**src/rtl/instruction_predecode_buffer.sv**
```systemverilog
// Instruction FIFO between fetch and field extraction. Each opcode is classified
// into group/specifier/illegal as it is written, so the head entry drives the extractor directly.
module instruction_predecode_buffer #(
    parameter int DEPTH = 2
) (
    input  logic                     clk,
    input  logic                     rst_n,
    input  logic                     flush,
    input  logic                     in_valid,
    output logic                     in_ready,
    input  logic [31:0]              in_instr,
    input  logic [31:0]              in_pc,
    output logic                     out_valid,
    input  logic                     out_ready,
    output logic [24:0]              out_instruction_data,
    output logic [6:0]               out_opcode,
    output logic [1:0]               out_group,
    output logic                     out_specifier,
    output logic                     out_illegal,
    output logic [31:0]              out_pc,
    output logic [$clog2(DEPTH):0]   count
);

    localparam int AW = $clog2(DEPTH);
    localparam logic [AW:0] FULL_CNT = (AW+1)'(DEPTH);

    logic [AW-1:0] r_wr_ptr;
    logic [AW-1:0] r_rd_ptr;
    logic [AW:0]   r_count;

    logic [24:0]   r_data [DEPTH];
    logic [6:0]    r_op   [DEPTH];
    logic [1:0]    r_grp  [DEPTH];
    logic          r_spec [DEPTH];
    logic          r_ill  [DEPTH];
    logic [31:0]   r_pc   [DEPTH];

    logic          w_full;
    logic          w_empty;
    logic          w_push;
    logic          w_pop;
    logic [1:0]    w_grp;
    logic          w_spec;
    logic          w_ill;

    assign w_full  = (r_count == FULL_CNT);
    assign w_empty = (r_count == '0);
    // in_ready looks only at occupancy, so a pop never opens a slot in the same cycle
    assign w_push  = in_valid && !w_full && !flush;
    assign w_pop   = !w_empty && out_ready && !flush;

    always_comb begin
        w_grp  = 2'b00;
        w_spec = 1'b0;
        w_ill  = 1'b0;
        case (in_instr[6:0])
            7'b0110011:                       begin w_grp = 2'b01; w_spec = 1'b0; end
            7'b0010011, 7'b0000011, 7'b1100111: begin w_grp = 2'b01; w_spec = 1'b1; end
            7'b0100011:                       begin w_grp = 2'b10; w_spec = 1'b0; end
            7'b1100011:                       begin w_grp = 2'b10; w_spec = 1'b1; end
            7'b0110111, 7'b0010111:           begin w_grp = 2'b11; w_spec = 1'b0; end
            7'b1101111:                       begin w_grp = 2'b11; w_spec = 1'b1; end
            default:                          w_ill = 1'b1;
        endcase
    end

    always_ff @(posedge clk or negedge rst_n) begin
        if (!rst_n) begin
            r_wr_ptr <= '0;
            r_rd_ptr <= '0;
            r_count  <= '0;
        end else if (flush) begin
            r_wr_ptr <= '0;
            r_rd_ptr <= '0;
            r_count  <= '0;
        end else begin
            if (w_push) r_wr_ptr <= r_wr_ptr + 1'b1;
            if (w_pop)  r_rd_ptr <= r_rd_ptr + 1'b1;
            case ({w_push, w_pop})
                2'b10:   r_count <= r_count + 1'b1;
                2'b01:   r_count <= r_count - 1'b1;
                default: r_count <= r_count;
            endcase
        end
    end

    always_ff @(posedge clk or negedge rst_n) begin
        if (!rst_n) begin
            for (int i = 0; i < DEPTH; i++) begin
                r_data[i] <= '0;
                r_op[i]   <= '0;
                r_grp[i]  <= '0;
                r_spec[i] <= 1'b0;
                r_ill[i]  <= 1'b0;
                r_pc[i]   <= '0;
            end
        end else if (w_push) begin
            r_data[r_wr_ptr] <= in_instr[31:7];
            r_op[r_wr_ptr]   <= in_instr[6:0];
            r_grp[r_wr_ptr]  <= w_grp;
            r_spec[r_wr_ptr] <= w_spec;
            r_ill[r_wr_ptr]  <= w_ill;
            r_pc[r_wr_ptr]   <= in_pc;
        end
    end

    assign in_ready  = !w_full;
    assign out_valid = !w_empty;
    assign count     = r_count;

    // Data outputs are zeroed while empty so stale entries never leak downstream
    assign out_instruction_data = out_valid ? r_data[r_rd_ptr] : '0;
    assign out_opcode           = out_valid ? r_op[r_rd_ptr]   : '0;
    assign out_group            = out_valid ? r_grp[r_rd_ptr]  : '0;
    assign out_specifier        = out_valid ? r_spec[r_rd_ptr] : 1'b0;
    assign out_illegal          = out_valid ? r_ill[r_rd_ptr]  : 1'b0;
    assign out_pc               = out_valid ? r_pc[r_rd_ptr]   : '0;

endmodule

```
**config.mk**
```make
export PLATFORM = sky130hd
export DESIGN_NAME = instruction_predecode_buffer
export DESIGN_NICKNAME = d
export VERILOG_FILES = /design/src/rtl/instruction_predecode_buffer.sv
export SDC_FILE = /design/constraint.sdc
export NUM_CORES = 1
export LEC_CHECK = 0
export BUFFER_PORTS_ARGS = -buffer_cell sky130_fd_sc_hd__buf_2
export CAP_MARGIN = 20
export CORE_MARGIN = 2
export CORE_UTILIZATION = 31
export DETAILED_ROUTE_END_ITERATION = 6
export HOLD_SLACK_MARGIN = 0.08
export MAX_ROUTING_LAYER = met4
export PLACE_DENSITY = 0.5
export SYNTH_ARGS = -nofsm -noshare
export SYNTH_HDL_FRONTEND = slang
export SYNTH_SLANG_ARGS = --single-unit
```
**constraint.sdc**
```tcl
create_clock -name clk -period 2.42 [get_ports clk]
set_clock_uncertainty 0.15 [all_clocks]
set_input_delay 0.242 -clock clk [delete_from_list [all_inputs] [get_ports clk]]
set_output_delay 0.242 -clock clk [all_outputs]
set_load 0.005 [all_outputs]
```
# After elaboration in Yosys (flattened, before gate mapping)
# Cells that the tools add are included.
# op_classes
magnitude_cmp	3
n_bitwise	2
mux	49
n_eq_ne	12
addsub	4
n_reduce_logical	17
# ops
operator	count
32-bit 2-to-1 mux	5
25-bit 2-to-1 mux	5
64-bit bitwise mux	1
50-bit bitwise mux	1
7-bit 2-to-1 mux	5
32-bit demux with 1-bit select	1
25-bit demux with 1-bit select	1
7-bit by 6-bit equality test with 1-bit output, second input constant	3
7-bit equality test, second input constant	3
1-bit 2-to-1 mux	15
14-bit bitwise mux	1
7-bit by 5-bit equality test with 1-bit output, second input constant	2
2-bit 2-to-1 mux	6
9-bit OR reduction	1
7-bit demux with 1-bit select	1
7-bit by 2-bit equality test with 1-bit output, second input constant	1
2-bit one-hot mux with 3 select lines	1
1-bit logical AND	5
5-bit OR reduction	1
2-bit bitwise mux	2
4-bit bitwise mux	1
2-bit equality test, second input constant	2
2-bit >= comparator, second input constant	2
1-bit NOT with 2-bit output	2
other kinds (15)	19
# word_totals
reg_bits	140
wordCells	102
inputBits	69
out_inout_bits	72

# Depth between registers and ports, before layout
# Gate-level depths: netlist of run 1.
# depth
word_depth	7
depth_mapped	7
ltp_nobuf	4

# Worst setup path after synthesis of run 1
# Ideal clock, no wire load.
# synth_timing
kind	flip-flop to flip-flop
from	register r_count[1] (netlist: count[1])
to	register r_data[29] in the netlist's numbering
t_required_ns	2.145
t_arrival_ns	1.641
setup_ns	0.125
n_path_buf	2
path_slack_ns	0.504
stages_incl_launch_ff	6
period_less_slack_ns	1.916
path_cell_list	dfrtp_1 -> nor2b_1 -> buf_6 -> nor3_4 -> buf_6 -> mux2_2
# synth_via
elab_chain_cells	4
# synth_rtl
item	line	source
from (decl)	29	logic [AW:0] r_count;
from (signal assigned)	80	2'b10: r_count <= r_count + 1'b1;
from (signal assigned)	81	2'b01: r_count <= r_count - 1'b1;
from (signal assigned)	82	default: r_count <= r_count;
2-bit equality test	46	assign w_full = (r_count == FULL_CNT);
1-bit zero test	49	assign w_push = in_valid && !w_full && !flush;
1-bit logical AND (2 in a row)	49	
to (signal, indexed assignment)	98	r_data[r_wr_ptr] <= in_instr[31:7];
to (decl)	31	logic [24:0] r_data [DEPTH];
# Every way passes these cells.
# A chain may end at the register's enable or synchronous reset.

# Final worst setup path of run 1
# layout_timing
from	register r_rd_ptr
to	output port out_pc[10]
# layout_via
elab_chain_cells	5
# layout_rtl
item	line	source
from (decl)	28	logic [AW-1:0] r_rd_ptr;
from (signal assigned)	78	if (w_pop) r_rd_ptr <= r_rd_ptr + 1'b1;
1-bit NOT with 2-bit output (not written as such)	117	assign out_pc = out_valid ? r_pc[r_rd_ptr] : '0;
32-bit 2-to-1 mux (not written as such) (3 in a row)	117	
32-bit 2-to-1 mux	117	
to (decl)	20	output logic [31:0] out_pc,
# Every way passes these cells. The select of a mux whose other input is x is not followed.

==> results of run 1 <==
==> cells in the final DEF, fill, tap and decap left out, types with 2 or more instances in the layout <==
cell           count
a21oi_1            5
a22o_1             2
a32oi_1            2
buf_12             7
buf_2            139
buf_4              4
bufinv_16          4
clkbuf_16         17
clkinv_2           3
clkinv_4           3
clkinvlp_4         2
dfrtp_1          139
dlygate4sd3_1     69
inv_1              5
inv_6              2
mux2_2           130
mux2i_1           69
nand2b_1           2
nand3_1            2
nor2_1            69
nor2b_1            2
nor4_1             3
nor4bb_1           3
o21ai_0            2
o31ai_1            4
==> worst register-to-register path, delay by kind of cell (launching register included) <==
family / cells / cell delay, ns
and+or+nand+nor: 2 / 0.70
DFF: 1 / 0.49
buffers and inverters: 2 / 0.40
muxes: 1 / 0.40
==> per-stage QoR <==
stage / total power [mW] / cells
3_5_place_dp: 4.57 / 880
3_3_place_gp: 4.48 / 880
4_1_cts: 7.48 / 981
6_report: 7.36 / 981
2_1_floorplan: 4.05 / 490
5_1_grt: 7.78 / 981
==> synth_stat cells <==
library cell | number | area share, %
nand3_2 | 1 | 0.15
or3b_2 | 1 | 0.14
nor4b_1 | 1 | 0.14
o21ai_0 | 2 | 0.15
mux2i_1 | 69 | 11
clkbuf_2 | 1 | 0.077
mux2_2 | 130 | 23
a32oi_1 | 2 | 0.27
nand2_1 | 1 | 0.058
nand3_1 | 2 | 0.15
inv_1 | 5 | 0.29
dfrtp_1 | 140 | 54
nor4_1 | 3 | 0.29
a22o_1 | 2 | 0.27
o21bai_1 | 1 | 0.12
nor3b_1 | 1 | 0.12
and4b_1 | 1 | 0.15
a211oi_1 | 1 | 0.12
a32o_1 | 1 | 0.15
clkbuf_1 | 9 | 0.52
or3_1 | 1 | 0.097
a21oi_1 | 5 | 0.39
nand3b_1 | 1 | 0.12
xor2_1 | 1 | 0.14
o211ai_1 | 1 | 0.12
or2_2 | 1 | 0.097
o31ai_1 | 4 | 0.46
nand2b_1 | 2 | 0.19
buf_2 | 11 | 0.85
nor2_1 | 70 | 4.1
nor2b_1 | 2 | 0.19
a21boi_0 | 1 | 0.12
a21o_1 | 1 | 0.12
nor3_4 | 1 | 0.25
buf_6 | 9 | 1.6
nor4bb_1 | 3 | 0.46
buf_4 | 1 | 0.12
inv_2 | 1 | 0.058
==> logic make-up after synthesis <==
| family | synth area share [%] |
|---|---|
| buffers and inverters | 3.48 |
| multiplexers | 33.3 |
| XOR/XNOR | 0.135 |
| flip-flops | 54.1 |
| AND/OR/NAND/NOR | 6.67 |
| AO/OA/AOI/OAI | 2.28 |
==> sequential cells by signal, summed over array words and instances (netlist names) <==
register and cells:
r_spec 2, r_data 50, count 2, r_op 14
r_wr_ptr 1, r_rd_ptr 1, r_ill 2, r_grp 4
r_pc 64
==> final timing paths <==
check                              start    endpoint  slack (ns)  cells past startpoint
worst min-delay path               rst_n    r_rd_ptr        0.18                      2
worst max-delay path            r_rd_ptr  out_pc[10]        0.15                      4
worst max register to register  count[1]    r_pc[27]        0.17                      5
max in group asynchronous          rst_n  r_data[38]        1.16                      3
worst min register to register   r_pc[2]     r_pc[2]        0.35                      1
min in group clk                 r_pc[2]     r_pc[2]        0.35                      1
==> area by class of cell <==
type                       instances  share of cell area (%)
multi-input combinational        313                    31.3
sequential                       140                    39.8
clock buffer                      18                    4.87
inverter                           6                   0.255
timing repair buffer             220                    17.8
clock inverter                    14                    2.20
tap                              270                    3.83
==> layer usage <==
| layer | up-vias | wire length, µm | GRT usage, % |
|---|---|---|---|
| met5 | - | 0 | - |
| met4 | 0 | 154 | 4.33 |
| met3 | 12 | 751 | 3.59 |
| met2 | 112 | 7290 | 24.6 |
| met1 | 2294 | 7030 | 17.8 |
| li1 | 2141 | - | - |
==> where the power goes <==
group | internal [mW] | leakage (nW) | total (mW) | switching, mW
clock | 1.73 | 0.301 | 2.76 | 1.03
combinational | 0.840 | 1.98 | 1.42 | 0.581
sequential | 2.89 | 1.68 | 3.17 | 0.281
==> repair_timing <==
action | CTS | global route
gates resized for setup | 0 | 0
hold endpoints to repair | 242 | 0
hold buffers | 69 | 0
==> results.json, run 1 <==
{
  "wl_per_cell_um": 15.5,
  "final_nets": 767,
  "crit_type": "flip-flop to output pin",
  "status": "complete, no violations",
  "gp_congestion": 0.738,
  "port_buffers": 140,
  "hpwl_mm": 9.69,
  "htreeDepth": 4,
  "diodes": 0,
  "clock_path_buffers": 2,
  "p_leak_nw": 3.95,
  "finish.instance_area_mm2": 0.00882,
  "multi_input_area_mm2": 0.00276,
  "hp-class": "primary input to asynchronous set/reset pin",
  "fillers": 1907,
  "layout_min_cycle_time_ns": 2.27,
  "worst_path_max_delay_cell": "dfrtp_4",
  "crit_family": "flip-flops",
  "die_y_um": 148,
  "drt_wl_total_mm": 15.2,
  "final_core_util_pct": 43.3,
  "whs_ns": 0.181,
  "dr_total_vias": 4559,
  "syn_avg_cell_area_um2": 13.2,
  "critPathBufInv": 2,
  "worstSkewPairLatency_ns": 0.41,
  "pin_count": 141,
  "place_ws_ns": 0.180,
  "ys_ff_latch": 140,
  "cp-start-kind": "flip-flop",
  "max_stage_delay_ns": 0.66,
  "grt_overflow_total": 0,
  "fmax_ghz": 0.440,
  "grt_pass1_wl_mm": 24.9,
  "initial_core_util_pct": 31.8,
  "area_delta_synth_final_pct": 36.2,
  "antenna_found_initial": 0,
  "grt_max_degree": 69,
  "seq_area_frac_synth_pct": 54.1,
  "cp.required_ns": 2.03,
  "synth.distinct_cells": 38,
  "die_area_mm2": 0.0220,
  "avgViaCountPerCell": 4.65,
  "setup_ws_ns": 0.148,
  "postSynthCellCount": 490,
  "row_count": 52,
  "place_area_mm2": 0.00750,
  "finalCritPeriodShare_pct": 93.9,
  "worst_pin_slew_ns": 0.613,
  "synth_area_mm2": 0.00647,
  "cts_tree": "done",
  "core_area_mm2": 0.0204,
  "synthesis.nets": 559,
  "cp_cell_sequence": "buf_4 > mux2i_1 > nor2_1 > buf_2",
  "drt_iter0_markers": 119,
  "crit_arrival_ns": 1.88,
  "ant_nets": 0,
  "yosys_warnings": 0,
  "die_w_um": 148,
  "max-cap-violations": 0,
  "regArea_mm2": 0.00351,
  "cts_sinks": 140,
  "path_clk_slew_ns": 0.06,
  "power.density_mw_per_mm2": 834,
  "drc_errors": 0,
  "rsz0062_at_grt": "false",
  "cts_inserted_buffers": 17,
  "drive_above_1_share_pct": 44.9,
  "crit_fanout": 17,
  "grt_pass1_vias": 4900,
  "setup_viol": 0,
  "grt_usage_pct": 14.7,
  "report.final.slew_viol_count": 0,
  "fin_setup_tns_ns": 0,
  "first_pass_iters": 5,
  "ir_drop_uv": 464,
  "relSlewSlack_pct": 59.0,
  "clock-root-buffer": "clkbuf_16",
  "postCtsSetupRepairBufs": 0,
  "cp-end-kind": "output pin",
  "final_hold_viol_count": 0
}
Note: power is estimated with default switching activity, not from simulation.
==> run 2, diff against run 1 <==
PLACE_DENSITY = default   (was 0.5)
REMOVE_ABC_BUFFERS = 1   (was default)
==> run 2 against run 1 <==
  * Flip-flop and latch count unchanged
  * Critical endpoint is now r_pc[0]
  * Clock power is 4% higher
  * Critical path depth is 1 higher
  * Sequential power about the same
  * Highest routed layer unchanged
  * Fmax grew 2.1%
  * Clock-buffer cell count unchanged
  * Power up 1.4%
  * Non-clock buffer count is 1 lower
  * Via count rose by 0.64%
  * Register-to-register slack better by 0.02 ns
==> results.json, run 2 (same netlist as run 1, synthesis figures left out) <==
{
  "final_cell_mix": "139 x dfrtp_1, 139 x buf_2, 130 x mux2_2",
  "crit_arrival_ns": 2.37,
  "drive_above_1_share_pct": 44.9,
  "row_count": 52,
  "worst_pin_slew_ns": 0.553,
  "pin_count": 141,
  "cp-end-kind": "flip-flop",
  "layout_min_cycle_time_ns": 2.23,
  "hp-class": "primary input to asynchronous set/reset pin",
  "final_core_util_pct": 43.4,
  "postCtsSetupRepairBufs": 0,
  "report.final.slew_viol_count": 0,
  "die_y_um": 148,
  "setup_ws_ns": 0.194,
  "crit_type": "flip-flop to flip-flop",
  "power_mw": 7.46,
  "initial_core_util_pct": 31.8,
  "htreeDepth": 4,
  "ir_drop_uv": 438,
  "reg2reg_depth": 5,
  "crit_fanout": 29,
  "die_area_mm2": 0.0220,
  "fillers": 1896,
  "diodes": 0,
  "whs_ns": 0.158,
  "dp_cells": 879,
  "gp_congestion": 0.759,
  "port_buffers": 140,
  "rrSetupSlack_ns": 0.19,
  "clock_path_buffers": 2,
  "crit_family": "simple AND/OR/NAND/NOR gates",
  "max_stage_delay_ns": 0.51,
  "grt_max_degree": 65,
  "p_leak_nw": 3.97,
  "worstSkewPairLatency_ns": 0.41,
  "cp-start-kind": "flip-flop",
  "cp.required_ns": 2.56,
  "fmax_ghz": 0.449,
  "cts_inserted_buffers": 17,
  "relSlewSlack_pct": 63.0,
  "r2r-end": "r_pc[0]",
  "rsz0062_at_grt": "false",
  "grt_pass1_wl_mm": 23.7,
  "setup_viol": 0,
  "rr_startpoint": "count[1]",
  "hold_buffers": 69,
  "cts_sinks": 140,
  "antenna_found_initial": 0,
  "grt_pass1_vias": 4876,
  "cts_tree": "done",
  "status": "complete, no violations",
  "die_w_um": 148,
  "path_clk_slew_ns": 0.06,
  "drt_iter0_markers": 139,
  "cp_cell_sequence": "nor2b_1 > inv_2 > nand3_4 > buf_12 > mux2_2",
  "top_register": "r_pc",
  "power.density_mw_per_mm2": 844,
  "grt_overflow_total": 0,
  "first_pass_iters": 4,
  "core_area_mm2": 0.0204,
  "finalCritPeriodShare_pct": 92.0,
  "place_ws_ns": 0.216,
  "final_nets": 766,
  "clock-root-buffer": "clkbuf_16",
  "top_regs": "r_pc (64), r_data (50), r_op (14)",
  "grt_usage_pct": 13.8,
  "max-cap-violations": 0,
  "final-instance-count-excl-fill": 980,
  "final_hold_viol_count": 0,
  "area_delta_synth_final_pct": 36.6,
  "largest_reg_flops": 64,
  "worst_path_max_delay_cell": "nor2b_1",
  "critPathBufInv": 2,
  "avgViaCountPerCell": 4.68,
  "wl_per_cell_um": 14.8,
  "hpwl_mm": 9.44,
  "cts_resized": 0,
  "drt_wl_total_mm": 14.5,
  "ant_nets": 0,
  "dr_total_vias": 4588,
  "drc_errors": 0
}
==> run 2: cell count changes in the layout (fill, tap and decap cells not counted), sizes merged <==
cell    before  now
buf        151  150
bufinv       4    5
clkinv       6    5
==> run 2: cell type report <==
type,instances,area [µm²],area share (%)
tap,270,338,3.82
multi-input combinational,313,2760,31.2
clock buffer,18,439,4.97
timing repair buffer,219,1560,17.7
inverter,6,22.5,0.255
sequential,140,3510,39.7
clock inverter,14,215,2.43
==> run 2: worst max-delay path by stage <==
stage / from / to / slack [ns] / cells after the start
2_1_floorplan: count[1] / out_group[0] / -0.73 / 2
3_3_place_gp: count[1] / r_data[2] / 0.27 / 5
3_5_place_dp: count[1] / r_pc[18] / 0.22 / 5
4_1_cts: count[1] / r_pc[18] / 0.18 / 5
5_1_grt: count[1] / r_data[10] / 0.04 / 5
6_report: count[1] / r_pc[0] / 0.19 / 5
==> run 2: where the power goes <==
part	internal, mW	leakage (nW)	switching, mW	total (mW)
Combinational	0.838	1.97	0.585	1.42
Sequential	2.89	1.68	0.277	3.17
Clock	1.86	0.317	1.01	2.87
Total	5.59	3.97	1.87	7.46
==> run 2: metal layers <==
metal | global-route usage (%) | vias to the layer above | part of all wire [%]
li1 | - | 2138 | -
met1 | 16.1 | 2324 | 45
met2 | 23.4 | 111 | 50
met3 | 3.19 | 15 | 3.5
met4 | 4.81 | 0 | 1.4
met5 | - | - | 0
==> run 2: through the flow <==
step	cell area, µm²	setup TNS [ns]
after detailed placement	7490	0
after global routing	8840	0
after global placement	7490	0
after CTS	8840	0
after floorplan	6270	-92.43
final	8840	0
